`config.mk`:
```
export PLATFORM = sky130hd
export DESIGN_NAME = mux_scan_nto1_flat
export DESIGN_NICKNAME = d
export VERILOG_FILES = /design/src/rtl/mux_scan_nto1_if.sv /design/src/rtl/mux_scan_nto1.sv /design/src/flat_wrapper.sv
export SDC_FILE = /design/constraint.sdc
export NUM_CORES = 1
export LEC_CHECK = 0
export CORE_ASPECT_RATIO = 1.75
export CORE_UTILIZATION = 45
export CTS_CLUSTER_SIZE = 20
export DETAILED_ROUTE_END_ITERATION = 10
export PLACE_DENSITY = 0.86
export SETUP_SLACK_MARGIN = 0.4
export SLEW_MARGIN = 20
export SYNTH_ARGS = -nofsm -noshare
export SYNTH_HDL_FRONTEND = slang
export SYNTH_SLANG_ARGS = --single-unit
```
`constraint.sdc`:
```
create_clock -name clk_i -period 2.25 [get_ports clk_i]
set_input_delay 0.3375 -clock clk_i [delete_from_list [all_inputs] [get_ports clk_i]]
set_output_delay 0.3375 -clock clk_i [all_outputs]
set_load 0.1 [all_outputs]
```
`src/rtl/mux_scan_nto1_if.sv`:
```
// Request/beat bundle for mux_scan_nto1: request side (data, select, mode, abort)
// and the registered output beat stream with its backpressure.
interface mux_scan_nto1_if #(
  parameter int N = 32,
  parameter int W = 1
) ();
  localparam int SW = $clog2(N);

  logic [N*W-1:0] data_i;
  logic [SW-1:0]  sel_i;
  logic           mode_i;
  logic           valid_i;
  logic           ready_o;
  logic           abort_i;
  logic [W-1:0]   out_o;
  logic [SW-1:0]  ch_o;
  logic           valid_o;
  logic           ready_i;
  logic           last_o;
  logic           busy_o;

  modport slave (
    input  data_i, sel_i, mode_i, valid_i, abort_i, ready_i,
    output ready_o, out_o, ch_o, valid_o, last_o, busy_o
  );

  modport master (
    output data_i, sel_i, mode_i, valid_i, abort_i, ready_i,
    input  ready_o, out_o, ch_o, valid_o, last_o, busy_o
  );
endinterface

```
`src/rtl/mux_scan_nto1.sv`:
```
// N-to-1 lane multiplexer: a direct request emits one selected lane, a scan request
// emits all N lanes starting at the given index, with a single-entry output slot.
module mux_scan_nto1 #(
  parameter int N = 32,
  parameter int W = 1
) (
  input  logic             clk_i,
  input  logic             rst_ni,
  mux_scan_nto1_if.slave   bus
);
  localparam int SW = $clog2(N);
  localparam logic [SW-1:0] LAST_CNT = SW'(N - 1);

  typedef enum logic [0:0] {
    ST_IDLE = 1'b0,
    ST_SCAN = 1'b1
  } state_e;

  state_e        state_q, state_d;
  logic [W-1:0]  out_q, out_d;
  logic [SW-1:0] ch_q, ch_d;
  logic          valid_q, valid_d;
  logic          last_q, last_d;
  logic [SW-1:0] idx_q, idx_d;
  logic [SW-1:0] cnt_q, cnt_d;

  logic [W-1:0]  lanes_s [N];
  logic          slot_free_s;

  for (genvar k = 0; k < N; k++) begin : g_lane
    assign lanes_s[k] = bus.data_i[k*W +: W];
  end

  assign slot_free_s = !valid_q || bus.ready_i;

  // Next-state and next-beat computation; the output slot only reloads when free.
  always_comb begin
    state_d = state_q;
    out_d   = out_q;
    ch_d    = ch_q;
    valid_d = valid_q;
    last_d  = last_q;
    idx_d   = idx_q;
    cnt_d   = cnt_q;

    if (valid_q && bus.ready_i) begin
      valid_d = 1'b0;
    end else begin
      valid_d = valid_q;
    end

    case (state_q)
      ST_IDLE: begin
        if (bus.valid_i && slot_free_s) begin
          if (!bus.mode_i) begin
            out_d   = lanes_s[bus.sel_i];
            ch_d    = bus.sel_i;
            last_d  = 1'b1;
            valid_d = 1'b1;
          end else begin
            idx_d   = bus.sel_i;
            cnt_d   = '0;
            state_d = ST_SCAN;
          end
        end else begin
          state_d = ST_IDLE;
        end
      end
      ST_SCAN: begin
        // Abort wins over emitting a beat; any pending beat drains normally.
        if (bus.abort_i) begin
          state_d = ST_IDLE;
        end else if (slot_free_s) begin
          out_d   = lanes_s[idx_q];
          ch_d    = idx_q;
          valid_d = 1'b1;
          last_d  = (cnt_q == LAST_CNT);
          idx_d   = idx_q + SW'(1);
          cnt_d   = cnt_q + SW'(1);
          if (cnt_q == LAST_CNT) begin
            state_d = ST_IDLE;
          end else begin
            state_d = ST_SCAN;
          end
        end else begin
          state_d = ST_SCAN;
        end
      end
      default: begin
        state_d = ST_IDLE;
      end
    endcase
  end

  // State and output registers with synchronous active-low reset.
  always_ff @(posedge clk_i) begin
    if (!rst_ni) begin
      state_q <= ST_IDLE;
      out_q   <= '0;
      ch_q    <= '0;
      valid_q <= 1'b0;
      last_q  <= 1'b0;
      idx_q   <= '0;
      cnt_q   <= '0;
    end else begin
      state_q <= state_d;
      out_q   <= out_d;
      ch_q    <= ch_d;
      valid_q <= valid_d;
      last_q  <= last_d;
      idx_q   <= idx_d;
      cnt_q   <= cnt_d;
    end
  end

  assign bus.ready_o = (state_q == ST_IDLE) && slot_free_s;
  assign bus.busy_o  = (state_q == ST_SCAN);
  assign bus.out_o   = out_q;
  assign bus.ch_o    = ch_q;
  assign bus.valid_o = valid_q;
  assign bus.last_o  = last_q;
endmodule

```
`src/flat_wrapper.sv`:
```
// flat-port wrapper written by rule: the top's interface ports become plain ports
module mux_scan_nto1_flat 
#(
  parameter int N = 32,
  parameter int W = 1
)
  (clk_i, rst_ni, bus_data_i, bus_sel_i, bus_mode_i, bus_valid_i, bus_abort_i, bus_ready_i, bus_ready_o, bus_out_o, bus_ch_o, bus_valid_o, bus_last_o, bus_busy_o);
  mux_scan_nto1_if #(.N(N), .W(W)) bus_i ();
  input  logic clk_i;
  input  logic rst_ni;
  input wire logic [$bits(bus_i.data_i)-1:0] bus_data_i;
  input wire logic [$bits(bus_i.sel_i)-1:0] bus_sel_i;
  input wire logic [$bits(bus_i.mode_i)-1:0] bus_mode_i;
  input wire logic [$bits(bus_i.valid_i)-1:0] bus_valid_i;
  input wire logic [$bits(bus_i.abort_i)-1:0] bus_abort_i;
  input wire logic [$bits(bus_i.ready_i)-1:0] bus_ready_i;
  output wire logic [$bits(bus_i.ready_o)-1:0] bus_ready_o;
  output wire logic [$bits(bus_i.out_o)-1:0] bus_out_o;
  output wire logic [$bits(bus_i.ch_o)-1:0] bus_ch_o;
  output wire logic [$bits(bus_i.valid_o)-1:0] bus_valid_o;
  output wire logic [$bits(bus_i.last_o)-1:0] bus_last_o;
  output wire logic [$bits(bus_i.busy_o)-1:0] bus_busy_o;
  assign bus_i.data_i = bus_data_i;
  assign bus_i.sel_i = bus_sel_i;
  assign bus_i.mode_i = bus_mode_i;
  assign bus_i.valid_i = bus_valid_i;
  assign bus_i.abort_i = bus_abort_i;
  assign bus_i.ready_i = bus_ready_i;
  assign bus_ready_o = bus_i.ready_o;
  assign bus_out_o = bus_i.out_o;
  assign bus_ch_o = bus_i.ch_o;
  assign bus_valid_o = bus_i.valid_o;
  assign bus_last_o = bus_i.last_o;
  assign bus_busy_o = bus_i.busy_o;
  mux_scan_nto1 #(.N(N), .W(W)) u_core (.clk_i(clk_i), .rst_ni(rst_ni), .bus(bus_i));
endmodule
```
==> flow_summary.html <==
<table>
<tr><th>Metric</th><th>Value</th></tr>
<tr><th colspan="2">Logic synthesis</th></tr>
<tr><td>Portion of the post-synthesis area used by sequential elements</td><td>25.4%</td></tr>
<tr><td>Post-synthesis share of cell area spent on and, or, nand and nor gates</td><td>18.0%</td></tr>
<tr><td>Mux contribution to synthesized area</td><td>29.2%</td></tr>
<tr><td>Primary flip-flop cell chosen by synthesis mapping</td><td>sky130_fd_sc_hd__dfxtp_1</td></tr>
<tr><td>Number of distinct library cells after synthesis</td><td>42</td></tr>
<tr><td>Average cell area after synthesis</td><td>9.79 um2</td></tr>
<tr><td>Yosys synthesis warning count</td><td>0</td></tr>
<tr><td>Fraction of synthesized cell area in xor and xnor cells</td><td>1.17%</td></tr>
<tr><td>Adder and majority cell fraction of the synthesized area</td><td>2.51%</td></tr>
<tr><td>Flops &amp; latches, synth</td><td>19</td></tr>
<tr><td>Largest family of logic cells by synthesized area</td><td>multiplexers</td></tr>
<tr><td>Number of flops mapped to enable cells by yosys</td><td>0</td></tr>
<tr><td>Share of synthesized registers carrying an async set or reset</td><td>0%</td></tr>
<tr><td>Post-synthesis compound-gate area fraction</td><td>18.9%</td></tr>
<tr><td>Post-synth net total</td><td>199</td></tr>
<tr><td>Summed instance area of the synthesized netlist</td><td>0.00150 mm2</td></tr>
<tr><td>Gate count of the mapped netlist</td><td>153</td></tr>
<tr><th colspan="2">GRT</th></tr>
<tr><td>Global-route wire length before repair</td><td>6880 um</td></tr>
<tr><td>Overall overflow remaining after global route</td><td>0</td></tr>
<tr><td>Global-route met1 utilization</td><td>24.1%</td></tr>
<tr><td>Via count of the first global-routing pass</td><td>1566</td></tr>
<tr><td>Routing usage on met3</td><td>3.45%</td></tr>
<tr><td>Initial antenna violation count</td><td>0</td></tr>
<tr><td>All-Layer GR Usage</td><td>26.2%</td></tr>
<tr><td>Global routing usage on met2</td><td>51.0%</td></tr>
<tr><td>Maximum number of pins on one net before global-route repair</td><td>20</td></tr>
<tr><td>Gr busiest metal</td><td>met2</td></tr>
<tr><th colspan="2">Timing</th></tr>
<tr><td>Final critical-path required period</td><td>1.80 ns</td></tr>
<tr><td>Least setup slack across all paths after layout</td><td>0.450 ns</td></tr>
<tr><td>Setup repair after global routing missed its margin</td><td>no</td></tr>
<tr><td>Maximum achievable frequency</td><td>556 MHz</td></tr>
<tr><td>Max-Slew Margin vs Limit</td><td>61.6%</td></tr>
<tr><td>Setup TNS</td><td>0 ns</td></tr>
<tr><td>Count of pins over their slew limit</td><td>0</td></tr>
<tr><td>Final clock period utilization by the worst path</td><td>80.0%</td></tr>
<tr><td>Post-Route Skew</td><td>0.00454 ns</td></tr>
<tr><td>Fin. Hold Viols</td><td>0</td></tr>
<tr><td>Final setup vio count</td><td>0</td></tr>
<tr><td>Slew @ Worst Pin</td><td>0.575 ns</td></tr>
<tr><th colspan="2">Placement</th></tr>
<tr><td>Post-Place Worst Slack</td><td>0.0149 ns</td></tr>
<tr><td>Count of port buffers added during placement</td><td>52</td></tr>
<tr><td>HPWL after detailed placement</td><td>3380 um</td></tr>
<tr><td>Routability Congestion</td><td>0.895</td></tr>
<tr><th colspan="2">Floorplan</th></tr>
<tr><td>Overall die height</td><td>78.3 um</td></tr>
<tr><td>Die Width</td><td>45.6 um</td></tr>
<tr><td>Std-Cell Rows</td><td>27</td></tr>
<tr><td>Boundary Pins</td><td>53</td></tr>
<tr><td>Starting density of the core</td><td>47.7%</td></tr>
<tr><td>Total Die Area</td><td>0.00357 mm2</td></tr>
<tr><td>Core ar.</td><td>0.00314 mm2</td></tr>
<tr><th colspan="2">Critical path</th></tr>
<tr><td>Element type at the critical path start</td><td>flip-flop</td></tr>
<tr><td>Highest net fanout along the worst path</td><td>6</td></tr>
<tr><td>Beginning of the worst register-to-register path</td><td>u_core.idx_q[1]</td></tr>
<tr><td>Launch point of the critical path</td><td>u_core.idx_q[1]</td></tr>
<tr><td>Worst setup EP type</td><td>flip-flop</td></tr>
<tr><td>Worst Path Class, Setup</td><td>reg -&gt; reg</td></tr>
<tr><td>Data required, critical path</td><td>2.37 ns</td></tr>
<tr><td>Worst EP arrival</td><td>1.92 ns</td></tr>
<tr><th colspan="2">Power and ir drop</th></tr>
<tr><td>Power, Total</td><td>0.00106 W</td></tr>
<tr><td>Leakage power figure</td><td>0.887 nW</td></tr>
<tr><td>Ratio of total power to cell area</td><td>496 mW/mm2</td></tr>
<tr><td>Max rail drop VDD</td><td>0.254 mV</td></tr>
<tr><th colspan="2">Clock network</th></tr>
<tr><td>CTS H-Tree Depth</td><td>1</td></tr>
<tr><td>Later-pin clock latency in the skew report</td><td>0.26 ns</td></tr>
<tr><td>Clock transition at the register clock pins on the worst setup and hold paths after CTS</td><td>0.07 ns</td></tr>
<tr><td>Clock Sink Count</td><td>19</td></tr>
<tr><td>CTS tree</td><td>built</td></tr>
<tr><td>Worst-case clock buffer depth</td><td>2</td></tr>
<tr><td>CTS buffer count</td><td>3</td></tr>
<tr><td>Hold buffer count at CTS</td><td>0</td></tr>
<tr><td>Clk Tree Root Cell</td><td>sky130_fd_sc_hd__clkbuf_8</td></tr>
<tr><th colspan="2">Route</th></tr>
<tr><td>Remaining routing DRC violations</td><td>0</td></tr>
<tr><td>Iteration-0 DRC Markers</td><td>40</td></tr>
<tr><td>Antenna viol nets, final</td><td>0</td></tr>
<tr><td>Total length of routed wires</td><td>4140 um</td></tr>
<tr><td>Via density</td><td>6.06</td></tr>
<tr><td>Routed len/inst</td><td>16.7 um</td></tr>
<tr><td>Total number of vias</td><td>1504</td></tr>
<tr><td>Number of iterations in the first detailed-routing pass</td><td>4</td></tr>
<tr><th colspan="2">Min path</th></tr>
<tr><td>Hold Path Origin</td><td>u_core.bus.ch_o[2]</td></tr>
<tr><td>Worst hold-check path type</td><td>reg -&gt; reg</td></tr>
<tr><th colspan="2">Final layout</th></tr>
<tr><td>ANT cells</td><td>0</td></tr>
<tr><td>Number of nets in the layout</td><td>252</td></tr>
<tr><td>Count of filler cells inserted in the layout</td><td>243</td></tr>
<tr><td>Area growth from synthesis to layout</td><td>43.4%</td></tr>
<tr><td>Fraction of layout cells with a size suffix above 1</td><td>23.9%</td></tr>
<tr><td>Post-layout utilization of the core</td><td>68.3%</td></tr>
<tr><th colspan="2">Run status</th></tr>
<tr><td>Outcome</td><td>finished clean</td></tr>
<tr><th colspan="2">Job</th></tr>
<tr><td>Max-Cap Viols</td><td>0</td></tr>
</table>
cells by family after synthesis:
logic type | Yosys count
and+or+nand+nor | 52
adders and majority gates | 3
AOI/OAI and AO/OA | 36
buffers and inverters | 17
xor gates and xnor gates | 2
DFF | 19
muxes | 24
cells in the final DEF (no fill, tap or decap), types with 3 or more instances in the layout:
| cell | synthesis | routed |
|---|---|---|
| sky130_fd_sc_hd__dfxtp_1 | 19 | 15 |
| sky130_fd_sc_hd__buf_4 | 1 | 16 |
| sky130_fd_sc_hd__mux2i_1 | 7 | 6 |
| sky130_fd_sc_hd__nand3b_1 | 4 | 4 |
| sky130_fd_sc_hd__clkdlybuf4s50_1 | 0 | 41 |
| sky130_fd_sc_hd__nand3_1 | 5 | 5 |
| sky130_fd_sc_hd__mux4_2 | 13 | 13 |
| sky130_fd_sc_hd__clkbuf_8 | 0 | 3 |
| sky130_fd_sc_hd__nand2_1 | 15 | 15 |
| sky130_fd_sc_hd__ha_1 | 3 | 3 |
| sky130_fd_sc_hd__nor2_1 | 9 | 7 |
| sky130_fd_sc_hd__o211a_1 | 8 | 8 |
| sky130_fd_sc_hd__dfxtp_2 | 0 | 4 |
| sky130_fd_sc_hd__nor2b_1 | 8 | 8 |
| sky130_fd_sc_hd__a21oi_1 | 5 | 5 |
| sky130_fd_sc_hd__inv_1 | 4 | 4 |
| sky130_fd_sc_hd__a22oi_1 | 3 | 3 |
| sky130_fd_sc_hd__and3_1 | 3 | 3 |
| sky130_fd_sc_hd__o21ai_0 | 5 | 5 |
power breakdown:
part	total, W	internal, W	switching [W]
Combinational	0.000438	0.000202	0.000237
Sequential	0.000389	0.000360	0.0000297
Clock	0.000237	0.000126	0.000111
Total	0.00106	0.000687	0.000377
sequential cells by signal, indices dropped and copies added, names as in the netlist:
register / cells
u_core.bus.busy_o: 1
u_core.bus.ch_o: 5
u_core.bus.last_o: 1
u_core.bus.out_o: 1
u_core.bus.valid_o: 1
u_core.cnt_q: 5
u_core.idx_q: 5
synthesized netlist by cell type, types with 2 or more instances:
cell | instances | area (um2)
sky130_fd_sc_hd__inv_1 | 4 | 15.0
sky130_fd_sc_hd__and3_1 | 3 | 18.8
sky130_fd_sc_hd__nand2b_1 | 2 | 12.5
sky130_fd_sc_hd__o211a_1 | 8 | 80.1
sky130_fd_sc_hd__a21oi_1 | 5 | 25.0
sky130_fd_sc_hd__mux2_2 | 2 | 22.5
sky130_fd_sc_hd__mux2i_1 | 7 | 70.1
sky130_fd_sc_hd__a41oi_1 | 2 | 17.5
sky130_fd_sc_hd__o21ai_0 | 5 | 25.0
sky130_fd_sc_hd__nand3b_1 | 4 | 30.0
sky130_fd_sc_hd__mux4_1 | 2 | 52.6
sky130_fd_sc_hd__a22oi_1 | 3 | 22.5
sky130_fd_sc_hd__dfxtp_1 | 19 | 380
sky130_fd_sc_hd__clkbuf_1 | 7 | 26.3
sky130_fd_sc_hd__nand3_1 | 5 | 25.0
sky130_fd_sc_hd__a21boi_0 | 2 | 15.0
sky130_fd_sc_hd__mux4_2 | 13 | 293
sky130_fd_sc_hd__buf_2 | 4 | 20.0
sky130_fd_sc_hd__nor2_1 | 9 | 33.8
sky130_fd_sc_hd__nand2_1 | 15 | 56.3
sky130_fd_sc_hd__xor2_1 | 2 | 17.5
sky130_fd_sc_hd__ha_1 | 3 | 37.5
sky130_fd_sc_hd__nor2b_1 | 8 | 50.1
per-layer routing:
| layer | vias to the layer above | wire length, um |
|---|---|---|
| li1 | 695 | - |
| met1 | 706 | 1340 |
| met2 | 86 | 2430 |
| met3 | 17 | 225 |
| met4 | 0 | 153 |
| met5 | - | 0 |
cell type report:
cell class / instances / area [um2] / share of cell area (%)
Tap cell: 43 / 53.8 / 2.51
Multi-Input combinational cell: 117 / 1070 / 49.9
Sequential cell: 19 / 385 / 17.9
Inverter: 4 / 15.0 / 0.699
Clock buffer: 4 / 45.0 / 2.10
Timing Repair Buffer: 61 / 576 / 26.8
metrics by stage:
stage               area, um2  instances  hold slack [ns]
global route             2150        248            0.523
CTS                      2140        248            0.513
detailed placement       2060        242            0.493
global placement         2060        242            0.483
floorplan                1510        153            0.472
finish                   2150        248            0.507
critical path, stage by stage (launching register included):
cell                      delay [ns]
sky130_fd_sc_hd__dfxtp_2        0.43
sky130_fd_sc_hd__mux4_1         0.58
sky130_fd_sc_hd__mux2_2         0.27
sky130_fd_sc_hd__and3_4         0.18
sky130_fd_sc_hd__o21ai_2        0.09
sky130_fd_sc_hd__a41oi_1        0.10
worst paths after layout:
check	end	slack (ns)	cells after the start
hold / removal	u_core.bus.ch_o[2]	0.51	1
setup reg to reg	u_core.bus.out_o	0.45	5
setup / recovery	u_core.bus.out_o	0.45	5
hold reg to reg	u_core.bus.ch_o[2]	0.51	1
timing repair:
item,in CTS,in global routing
cloned,1,0
buffers inserted,1,0
pin swaps,0,0
setup endpoints to repair,1,2
resized for setup,6,2
Power figures use the tool's default switching activity.
